**config.mk**
```make
export PLATFORM = sky130hd
export DESIGN_NAME = core_cf_arbiter
export DESIGN_NICKNAME = d
export VERILOG_FILES = /design/src/rtl/core_cf_arbiter_pkg.sv /design/src/rtl/core_cf_arbiter.sv
export SDC_FILE = /design/constraint.sdc
export NUM_CORES = 1
export LEC_CHECK = 0
export CAP_MARGIN = 40
export CORE_AREA = 8 8 191 102
export DETAILED_ROUTE_END_ITERATION = 8
export DIE_AREA = 0 0 199 110
export HOLD_SLACK_MARGIN = 0.12
export PLACE_DENSITY = 0.8
export SKIP_CTS_REPAIR_TIMING = 1
export SLEW_MARGIN = 20
export SYNTH_ARGS = -nofsm -noshare
export SYNTH_HDL_FRONTEND = slang
export SYNTH_SLANG_ARGS = --single-unit
```
**constraint.sdc**
```tcl
create_clock -name g_clk -period 5.95 [get_ports g_clk]
set_input_delay 0.8925 -clock g_clk [delete_from_list [all_inputs] [get_ports g_clk]]
set_output_delay 0.8925 -clock g_clk [all_outputs]
set_load 0.01 [all_outputs]
```
**src/rtl/core_cf_arbiter_pkg.sv**
```systemverilog
// Shared core package: control-flow arbiter state encoding, reset vector
// and the control-flow unit operation codes.
package core_cf_arbiter_pkg;

    // Arbiter states: boot fetch, waiting, execute redirect, trap redirect
    typedef enum logic [1:0] {
        CF_ARB_BOOT = 2'd0,
        CF_ARB_IDLE = 2'd1,
        CF_ARB_EX   = 2'd2,
        CF_ARB_TRAP = 2'd3
    } cf_arb_state_e;

    // First fetch address after reset
    localparam logic [63:0] CF_RESET_ADDR = 64'h0000_0000_8000_0000;

    // Control-flow unit operations decoded in execute
    typedef enum logic [2:0] {
        CFU_OP_NONE = 3'd0,
        CFU_OP_JAL  = 3'd1,
        CFU_OP_JALR = 3'd2,
        CFU_OP_BEQ  = 3'd3,
        CFU_OP_BNE  = 3'd4,
        CFU_OP_BLT  = 3'd5,
        CFU_OP_BGE  = 3'd6,
        CFU_OP_MRET = 3'd7
    } cfu_op_e;

endpackage

```
**src/rtl/core_cf_arbiter.sv**
```systemverilog
// Control-flow arbiter: merges boot, execute-stage and trap redirects into a
// single registered valid/target handshake towards fetch. Traps win over
// execute requests, are latched as pending until their redirect is taken,
// and squash the pipeline with a one-cycle flush pulse.
module core_cf_arbiter
    import core_cf_arbiter_pkg::*;
#(
    parameter int          XL         = 63,
    parameter logic [XL:0] RESET_ADDR = CF_RESET_ADDR[XL:0]
) (
    input  logic          g_clk,
    input  logic          g_reset,
    input  logic          ex_cf_valid,
    input  logic [XL:0]   ex_cf_target,
    output logic          ex_cf_ack,
    input  logic          trap_req,
    input  logic [XL:0]   trap_target,
    output logic          pipe_flush,
    output logic          cf_valid,
    output logic [XL:0]   cf_target,
    input  logic          cf_ack,
    output logic [31:0]   cf_count
);

    cf_arb_state_e state_q, state_d;
    logic          pending_q;
    logic [XL:0]   trap_vec_q;
    logic          valid_q, valid_d;
    logic [XL:0]   target_q, target_d;
    logic          flush_q;
    logic [31:0]   count_q;
    logic          pending_clr;
    logic          ex_ack;

    // A new trap is only accepted when none is already outstanding
    logic          trap_take;
    logic          trap_any;
    logic [XL:0]   trap_dest;

    assign trap_take = trap_req && !pending_q;
    assign trap_any  = pending_q || trap_req;
    assign trap_dest = pending_q ? trap_vec_q : trap_target;

    // Next-state and redirect selection; outputs hold until fetch acks
    always_comb begin
        state_d     = state_q;
        valid_d     = valid_q;
        target_d    = target_q;
        ex_ack      = 1'b0;
        pending_clr = 1'b0;
        case (state_q)
            CF_ARB_BOOT: begin
                if (cf_ack) begin
                    if (trap_any) begin
                        state_d  = CF_ARB_TRAP;
                        target_d = trap_dest;
                    end else begin
                        state_d = CF_ARB_IDLE;
                        valid_d = 1'b0;
                    end
                end
            end
            CF_ARB_IDLE: begin
                if (trap_any) begin
                    state_d  = CF_ARB_TRAP;
                    valid_d  = 1'b1;
                    target_d = trap_dest;
                end else if (ex_cf_valid && !flush_q) begin
                    state_d  = CF_ARB_EX;
                    valid_d  = 1'b1;
                    target_d = ex_cf_target;
                end
            end
            CF_ARB_EX: begin
                if (cf_ack) begin
                    ex_ack = 1'b1;
                    if (trap_any) begin
                        state_d  = CF_ARB_TRAP;
                        target_d = trap_dest;
                    end else begin
                        state_d = CF_ARB_IDLE;
                        valid_d = 1'b0;
                    end
                end
            end
            CF_ARB_TRAP: begin
                if (cf_ack) begin
                    state_d     = CF_ARB_IDLE;
                    valid_d     = 1'b0;
                    pending_clr = 1'b1;
                end
            end
            default: begin
                state_d  = CF_ARB_BOOT;
                valid_d  = 1'b1;
                target_d = RESET_ADDR;
            end
        endcase
    end

    // State and registered redirect outputs
    always_ff @(posedge g_clk or posedge g_reset) begin
        if (g_reset) begin
            state_q  <= CF_ARB_BOOT;
            valid_q  <= 1'b1;
            target_q <= RESET_ADDR;
        end else begin
            state_q  <= state_d;
            valid_q  <= valid_d;
            target_q <= target_d;
        end
    end

    // Pending trap flag and captured vector; a trap clears only when its redirect is taken
    always_ff @(posedge g_clk or posedge g_reset) begin
        if (g_reset) begin
            pending_q  <= 1'b0;
            trap_vec_q <= '0;
        end else if (pending_clr) begin
            pending_q <= 1'b0;
        end else if (trap_take) begin
            pending_q  <= 1'b1;
            trap_vec_q <= trap_target;
        end
    end

    // One-cycle flush pulse following each accepted trap
    always_ff @(posedge g_clk or posedge g_reset) begin
        if (g_reset) begin
            flush_q <= 1'b0;
        end else begin
            flush_q <= trap_take;
        end
    end

    // Completed redirect counter, wraps naturally
    always_ff @(posedge g_clk or posedge g_reset) begin
        if (g_reset) begin
            count_q <= '0;
        end else if (valid_q && cf_ack) begin
            count_q <= count_q + 32'd1;
        end
    end

    // A second trap while one is outstanding is dropped; flag it in simulation
    assert property (@(posedge g_clk) disable iff (g_reset) !(trap_req && pending_q));

    assign ex_cf_ack  = ex_ack;
    assign pipe_flush = flush_q;
    assign cf_valid   = valid_q;
    assign cf_target  = target_q;
    assign cf_count   = count_q;

endmodule

```
==> run_results.csv, run 1 <==
group,metric,value,unit
run_status,status,"finished clean",
cts,clockBufferDepth,2,
sta,slew_violations,0,
critical_path,cp_max_fo,11,
synth,synth_top_family_by_area,"multiplexers",
synth,yosys.area_share.simple,8.40,%
sta,setup_violations,0,
cts,insertion_delay,0.41,ns
synth,netlist_instances,700,
grt,grt.overflow.total,0,
floorplanning,io_pins,232,
synth,ys_seq_area_share,52.3,%
pwr,leakage,5.17,nW
synth,synthAdderAreaFrac,0.158,%
synth,syn_nets,834,
cts,clock-sinks,165,
routing,route.detailed.drc,0,
pwr,p_per_area,482,nW/um^2
floorplanning,start_util,46.8,%
synth,yosys_warnings,0,
floorplanning,num_rows,34,
floorplanning,dieArea,21900,um^2
synth,synthDistinctLibCells,33,
sta,slew_headroom,47.0,%
critical_path,cp-start-kind,"input port",
critical_path,worstPathArrival,2.29,ns
grt,grt_pass1_vias,6079,
cts,path_clk_slew,0.06,ns
final_layout,syn_to_final_growth,39.2,%
sta,report.final.hold_viol_count,0,
sta,worst_pin_slew,0.795,ns
sta,max_freq,314,MHz
sta,tns,0,ns
grt,grt_pass1_wl,33900,um
routing,antenna_left,0,
sta,finalCriticalPeriod,3.18,ns
cts,cts_root_buffer,"clkbuf_16",
sta,rsz0062_at_grt,"no",
placed_design,portBuffers,231,
cts,cts_buffers,17,
final_layout,finalCoreUtilization,65.2,%
synth,ys_seq_elements,165,
critical_path,cp_data_required_time,5.06,ns
pwr,ir_drop,0.278,mV
grt,grt_usage,19.8,%
sta,period_share,53.5,%
grt,grt_max_degree,79,
routing,viasPerCell,5.11,
floorplanning,die_y,110,um
sta,finalClockSkew,0.0105,ns
cts,cts_tree,"yes",
floorplanning,die_w,199,um
cts,htreeDepth,4,
routing,postRouteWirelength,21500,um
final_layout,drive_gt1_share,12.1,%
routing,vias,5970,
floorplanning,coreArea,16900,um^2
placed_design,gp_congestion,0.824,
synth,synth_mux_area_share,25.5,%
critical_path,worstSetupPathType,"in -> out",
grt,antenna_found_initial,5,
critical_path,critPathCaptureType,"output pin",
synth,avgSynthCellArea,11.3,um^2
final_layout,final_common_cell,"clkdlybuf4s50_1",
final_layout,mostFrequentLayoutCells,"clkdlybuf4s50_1 (231), dfrtp_1 (162), mux2i_1 (128)",
routing,dr.pass1.iters,4,
pwr,power,5.30,mW
synth,synth_compound_area_share,4.54,%
final_layout,fillers,1374,
synth,synth_xor_xnor_area_share,3.43,%
routing,wl_per_cell,18.4,um
placed_design,dp_hpwl,15500,um
hold_path,hp-class,"reg -> reg",
final_layout,nets,1055,
synth,synth_area,7910,um^2
routing,first_iter_violations,381,
job,max-cap-violations,0,
==> report_power, final <==
| part | switching (mW) | internal, mW |
|---|---|---|
| clock network | 0.433 | 0.653 |
| logic | 1.02 | 1.24 |
| registers | 0.329 | 1.62 |
| total | 1.79 | 3.52 |
==> metrics by stage <==
stage	setup slack (ns)	instance area (um^2)	hold slack, ns	cells
3_5_place_dp	2.76	10400	0.461	1136
5_1_grt	2.68	11000	0.491	1165
4_1_cts	2.76	11000	0.471	1165
3_3_place_gp	2.75	10400	0.457	1135
6_report	2.77	11000	0.470	1168
2_1_floorplan	0.599	7910	0.456	700
==> logic make-up after synthesis <==
family                     Yosys count
DFF                                165
muxes                              193
buffers and inverters              105
AOI/OAI and AO/OA                   70
and+or+nand+nor                    135
adders and majority gates            1
xor gates and xnor gates            31
==> flip-flops by register name, summed over array words and instances (netlist names) <==
register	cells
cf_target	64
cf_count	32
pipe_flush	1
cf_valid	1
pending_q	1
state_q	2
trap_vec_q	64
==> path summary, 6_finish.rpt <==
| check | startpoint | to | slack (ns) | cells past startpoint |
|---|---|---|---|---|
| worst max-delay path | cf_ack | ex_cf_ack | 2.77 | 4 |
| worst min-delay path | cf_target[31]$_DFFE_PP1P_ | cf_target[31]$_DFFE_PP1P_ | 0.47 | 2 |
| worst max register to register | pending_q$_DFFE_PP0P_ | cf_target[44]$_DFFE_PP0P_ | 3.51 | 5 |
| worst min register to register | cf_target[31]$_DFFE_PP1P_ | cf_target[31]$_DFFE_PP1P_ | 0.47 | 2 |
| max in group asynchronous | g_reset | trap_vec_q[21]$_DFFE_PP0P_ | 3.91 | 3 |
| min in group asynchronous | g_reset | cf_target[38]$_DFFE_PP0P_ | 0.90 | 2 |
==> worst max-delay path: stages <==
cell and delay, ns:
clkdlybuf4s50_1 0.67, nand2_1 0.10, nor2_1 0.09, clkdlybuf4s50_1 0.54
==> cell type report <==
type | count | area (um^2) | area share [%]
repair buffers | 239 | 2390 | 21.7
diodes | 3 | 7.51 | 0.0682
clock buffers | 20 | 437 | 3.97
multi-input cells | 430 | 3350 | 30.4
flip-flops and latches | 165 | 4140 | 37.6
inverters | 68 | 260 | 2.36
clock inverters | 9 | 133 | 1.21
well taps | 234 | 293 | 2.66
==> synth_stat cells <==
library cell  instances  area share, %
nor2_1               72            3.4
and3_1                5           0.40
nor4b_2               2           0.38
and3_2                2           0.19
a31oi_1               3           0.24
a21oi_1              64            4.1
buf_2                26            1.6
nand2b_1              1          0.079
buf_4                 5           0.47
nor4_2                1           0.16
and2_1                2           0.16
xnor2_1              22            2.4
mux2_2               65            9.3
mux2i_1             128             16
dfstp_2               2           0.66
o21ai_0               2           0.13
or2_2                 2           0.16
nor2b_1               1          0.079
or4b_1                1           0.13
ha_1                  1           0.16
inv_1                68            3.2
and4_1                4           0.44
xor2_1                9            1.0
nand3_1              12           0.76
nand3b_1              1          0.095
nor3b_1               3           0.28
nor4_1                4           0.32
nand2_1              12           0.57
nand4_1              10           0.79
clkbuf_1              5           0.24
a32o_1                1           0.13
dfrtp_1             163             52
buf_6                 1           0.14
==> metal layers <==
layer | up-vias | wire length, um | track usage (%)
met2 | 175 | 9010 | 27.9
li1 | 2832 | - | -
met3 | 22 | 2080 | 8.36
met5 | - | 52 | 0
met4 | 8 | 184 | 3.68
met1 | 2933 | 10200 | 28.2
Note: power is estimated with default switching activity, not from simulation.
==> inputs of run 2 (changes only) <==
clock period = 3.2 ns   (was 5.95 ns; I/O delays follow)
==> run_results.csv, run 2 (synthesis results as in run 1) <==
group,metric,value,unit
final_layout,finalCoreUtilization,65.6,%
final_layout,nets,1057,
critical_path,cpPeakStageDelay,0.68,ns
grt,grt_max_degree,74,
floorplanning,io_pins,232,
critical_path,regToRegSetupSlack,0.91,ns
critical_path,cp_max_fo,11,
cts,insertion_delay,0.41,ns
sta,slew_violations,0,
placed_design,portBuffers,231,
cts,cts_root_buffer,"clkbuf_16",
cts,clockBufferDepth,2,
sta,slew_headroom,48.3,%
grt,grt_pass1_wl,34000,um
sta,rsz0062_at_grt,"no",
pwr,p_per_area,900,nW/um^2
final_layout,final_common_cell,"clkdlybuf4s50_1",
routing,antenna_left,0,
sta,period_share,74.0,%
cts,cts_buffers,17,
cts,htreeDepth,4,
sta,tns,0,ns
floorplanning,die_y,110,um
pwr,ir_drop,0.515,mV
routing,dr.pass1.iters,4,
placed_design,dp_hpwl,15800,um
floorplanning,start_util,46.8,%
grt,busiest_layer,"met2",
grt,grt.overflow.total,0,
final_layout,fillers,1347,
routing,vias,5899,
pwr,power,9.97,mW
sta,finalCriticalPeriod,2.37,ns
floorplanning,coreArea,16900,um^2
final_layout,mostFrequentLayoutCells,"clkdlybuf4s50_1 (231), dfrtp_1 (162), mux2i_1 (128)",
sta,setup_ws,0.833,ns
run_status,status,"finished clean",
hold_path,hp-class,"in -> async",
grt,use_met3,8.42,%
routing,postRouteWirelength,21500,um
floorplanning,num_rows,34,
routing,route.detailed.drc,0,
floorplanning,die_w,199,um
floorplanning,dieArea,21900,um^2
placed_design,dp_slack,0.697,ns
critical_path,crit_chain,"clkdlybuf4s50_1, nand2_1, nor2_1, clkdlybuf4s50_1",
sta,holdWs,0.449,ns
routing,wl_per_cell,18.4,um
job,max-cap-violations,0,
cts,path_clk_slew,0.06,ns
routing,viasPerCell,5.04,
pwr,leakage,5.20,nW
critical_path,path_common_cell,"clkdlybuf4s50_1",
grt,groute.layer.met1.usage,27.7,%
sta,setup_violations,0,
critical_path,cp_data_required_time,2.72,ns
critical_path,critPathCaptureType,"output pin",
final_layout,drive_gt1_share,12.6,%
cts,clock-sinks,165,
grt,grt_usage,19.9,%
grt,antenna_found_initial,2,
placed_design,gp_congestion,0.855,
cts,cts_tree,"yes",
final_layout,syn_to_final_growth,40.2,%
sta,max_freq,423,MHz
sta,finalClockSkew,0.0125,ns
sta,worst_pin_slew,0.775,ns
critical_path,worstPathArrival,1.89,ns
routing,first_iter_violations,319,
critical_path,crit_path_top_delay_cell,"clkdlybuf4s50_1",
grt,grt_pass1_vias,6219,
sta,report.final.hold_viol_count,0,
critical_path,worstSetupPathType,"in -> out",
critical_path,cp-start-kind,"input port",
grt,use_met2,29.1,%
-- run 2: area by class of cell --
cell class	count	area, um^2	share of cell area, %
inverters	68	259	2.34
diodes	1	2.50	0.0226
clock buffers	22	464	4.19
multi-input cells	430	3340	30.2
flip-flops and latches	165	4140	37.3
repair buffers	241	2440	22.0
clock inverters	10	148	1.33
well taps	234	293	2.64
-- run 2: where the power goes --
part | total [mW] | switching (mW) | internal, mW
combinational | 4.26 | 1.93 | 2.32
clock | 2.11 | 0.835 | 1.28
sequential | 3.60 | 0.587 | 3.01
-- run 2: path summary, 6_finish.rpt --
kind,cells past startpoint,end,startpoint
worst max register to register,5,cf_target[1]$_DFFE_PP0P_,pending_q$_DFFE_PP0P_
min in group g_clk,1,cf_count[31]$_DFFE_PP0P_,cf_count[31]$_DFFE_PP0P_
worst min-delay path,2,cf_count[28]$_DFFE_PP0P_,g_reset
max in group asynchronous,3,cf_target[31]$_DFFE_PP1P_,g_reset
worst min register to register,1,cf_count[31]$_DFFE_PP0P_,cf_count[31]$_DFFE_PP0P_
worst max-delay path,4,ex_cf_ack,cf_ack
-- run 2: worst max-delay path, delay by kind of cell --
kind | cells | cell delay [ns]
buffers and inverters | 2 | 1.22
AND/OR/NAND/NOR | 2 | 0.18
-- run 2: metrics by stage --
step                      cell area, um^2  instances
after floorplan                      7910        700
after global placement              10500       1138
after detailed placement            10500       1138
after CTS                           11100       1170
after global routing                11100       1170
final                               11100       1171
-- run 2: routing by layer --
| layer | vias to the layer above | wire, um |
|---|---|---|
| li1 | 2823 | - |
| met1 | 2888 | 10000 |
| met2 | 174 | 9270 |
| met3 | 10 | 2120 |
| met4 | 4 | 88 |
| met5 | - | 33 |
==> inputs of run 3 (changes only) <==
clock period = 2.2 ns   (was 3.2 ns; I/O delays follow)
==> run_results.csv, run 3 (synthesis results as in run 1) <==
group,metric,value,unit
pwr,p_per_area,1310,nW/um^2
cts,clock-sinks,165,
sta,slew_violations,0,
final_layout,final_common_cell,"clkdlybuf4s50_1",
critical_path,r2r-end,"cf_target[58]$_DFFE_PP0P_",
critical_path,cp-start-kind,"input port",
placed_design,gp_congestion,0.849,
sta,rsz0062_at_grt,"no",
placed_design,portBuffers,231,
run_status,status,"finished clean",
grt,grt_max_degree,59,
critical_path,r2r-start,"pending_q$_DFFE_PP0P_",
cts,clockBufferDepth,2,
final_layout,drive_gt1_share,14.1,%
final_layout,nets,1074,
cts,cts_root_buffer,"clkbuf_16",
final_layout,fillers,1306,
floorplanning,dieArea,21900,um^2
sta,setup_ws,0.134,ns
floorplanning,die_y,110,um
critical_path,worstSetupPathType,"in -> out",
routing,viasPerCell,5.11,
critical_path,cp_max_fo,11,
final_layout,fin_area,11300,um^2
pwr,power,14.8,mW
cts,htreeDepth,4,
hold_path,hp-class,"in -> async",
grt,antenna_found_initial,3,
routing,postRouteWirelength,22100,um
grt,grt.overflow.total,0,
sta,worst_pin_slew,0.802,ns
routing,vias,6051,
sta,setup_violations,0,
grt,grt_pass1_vias,6246,
job,max-cap-violations,0,
routing,dr.pass1.iters,4,
critical_path,worstPathArrival,1.74,ns
sta,slew_headroom,46.5,%
placed_design,dp.cells,1155,
pwr,leakage,5.32,nW
placed_design,dp_slack,0.0700,ns
routing,antenna_left,0,
cts,cts_buffers,17,
critical_path,critPathCaptureType,"output pin",
floorplanning,die_w,199,um
placed_design,placed_cell_area,10700,um^2
critical_path,regToRegSetupSlack,0.39,ns
cts,cts_tree,"yes",
cts,insertion_delay,0.41,ns
cts,path_clk_slew,0.06,ns
routing,route.detailed.drc,0,
floorplanning,num_rows,34,
final_layout,diodes,0,
placed_design,dp_hpwl,16200,um
critical_path,rr_worst_depth,5,
final_layout,fin_cells,1185,
sta,period_share,93.9,%
sta,finalClockSkew,0.00951,ns
floorplanning,coreArea,16900,um^2
grt,grt_pass1_wl,34400,um
final_layout,mostFrequentLayoutCells,"clkdlybuf4s50_1 (231), dfrtp_1 (162), mux2i_1 (128)",
floorplanning,start_util,46.8,%
final_layout,syn_to_final_growth,42.6,%
floorplanning,io_pins,232,
routing,first_iter_violations,225,
sta,max_freq,484,MHz
sta,finalCriticalPeriod,2.07,ns
grt,grt_usage,20.3,%
sta,report.final.hold_viol_count,0,
critical_path,cp_data_required_time,1.87,ns
routing,wl_per_cell,18.7,um
pwr,ir_drop,0.746,mV
[run 3: power by group]
| part | internal, mW | switching (mW) | leakage [nW] |
|---|---|---|---|
| Combinational | 3.54 | 2.97 | 3.02 |
| Sequential | 4.38 | 0.758 | 2.00 |
| Clock | 1.95 | 1.19 | 0.291 |
[run 3: how the worst max path moves through the flow]
stage	start	to	slack (ns)	cells after the start
2_1_floorplan	g_reset	cf_count[0]$_DFFE_PP0P_	-0.23	1
3_3_place_gp	cf_ack	cf_count[29]$_DFFE_PP0P_	0.13	5
3_5_place_dp	cf_ack	cf_count[31]$_DFFE_PP0P_	0.07	5
4_1_cts	cf_ack	ex_cf_ack	0.14	4
5_1_grt	cf_ack	ex_cf_ack	0.08	4
6_report	cf_ack	ex_cf_ack	0.13	4
[run 3: through the flow]
step / hold slack, ns / util (%) / setup TNS, ns
2_1_floorplan: 0.456 / - / -37.02
6_report: 0.308 / 66.7 / 0
4_1_cts: 0.295 / 66.7 / 0
5_1_grt: 0.344 / 66.7 / 0
3_3_place_gp: 0.463 / 63.1 / 0
3_5_place_dp: 0.464 / 63.1 / 0
[run 3: final cells by class]
class | instances | area (um^2) | share of cell area (%)
clock inverters | 9 | 153 | 1.35
multi-input cells | 430 | 3340 | 29.7
inverters | 68 | 259 | 2.30
flip-flops and latches | 165 | 4140 | 36.7
well taps | 234 | 293 | 2.60
clock buffers | 21 | 460 | 4.09
repair buffers | 258 | 2630 | 23.3
[run 3: critical path: stages]
cell             delay (ns)
clkdlybuf4s50_1        0.68
nand2_1                0.10
nor2_1                 0.09
clkdlybuf4s50_1        0.54
[run 3: routing by layer]
layer | wire length (um) | part of all wire, % | track usage (%) | vias up
met1 | 10100 | 46 | 27.3 | 2995
met4 | 159 | 0.72 | 5.58 | 6
met2 | 9840 | 45 | 31.0 | 181
met5 | 43 | 0.19 | 0 | -
met3 | 1970 | 8.9 | 7.21 | 17
li1 | - | - | - | 2852
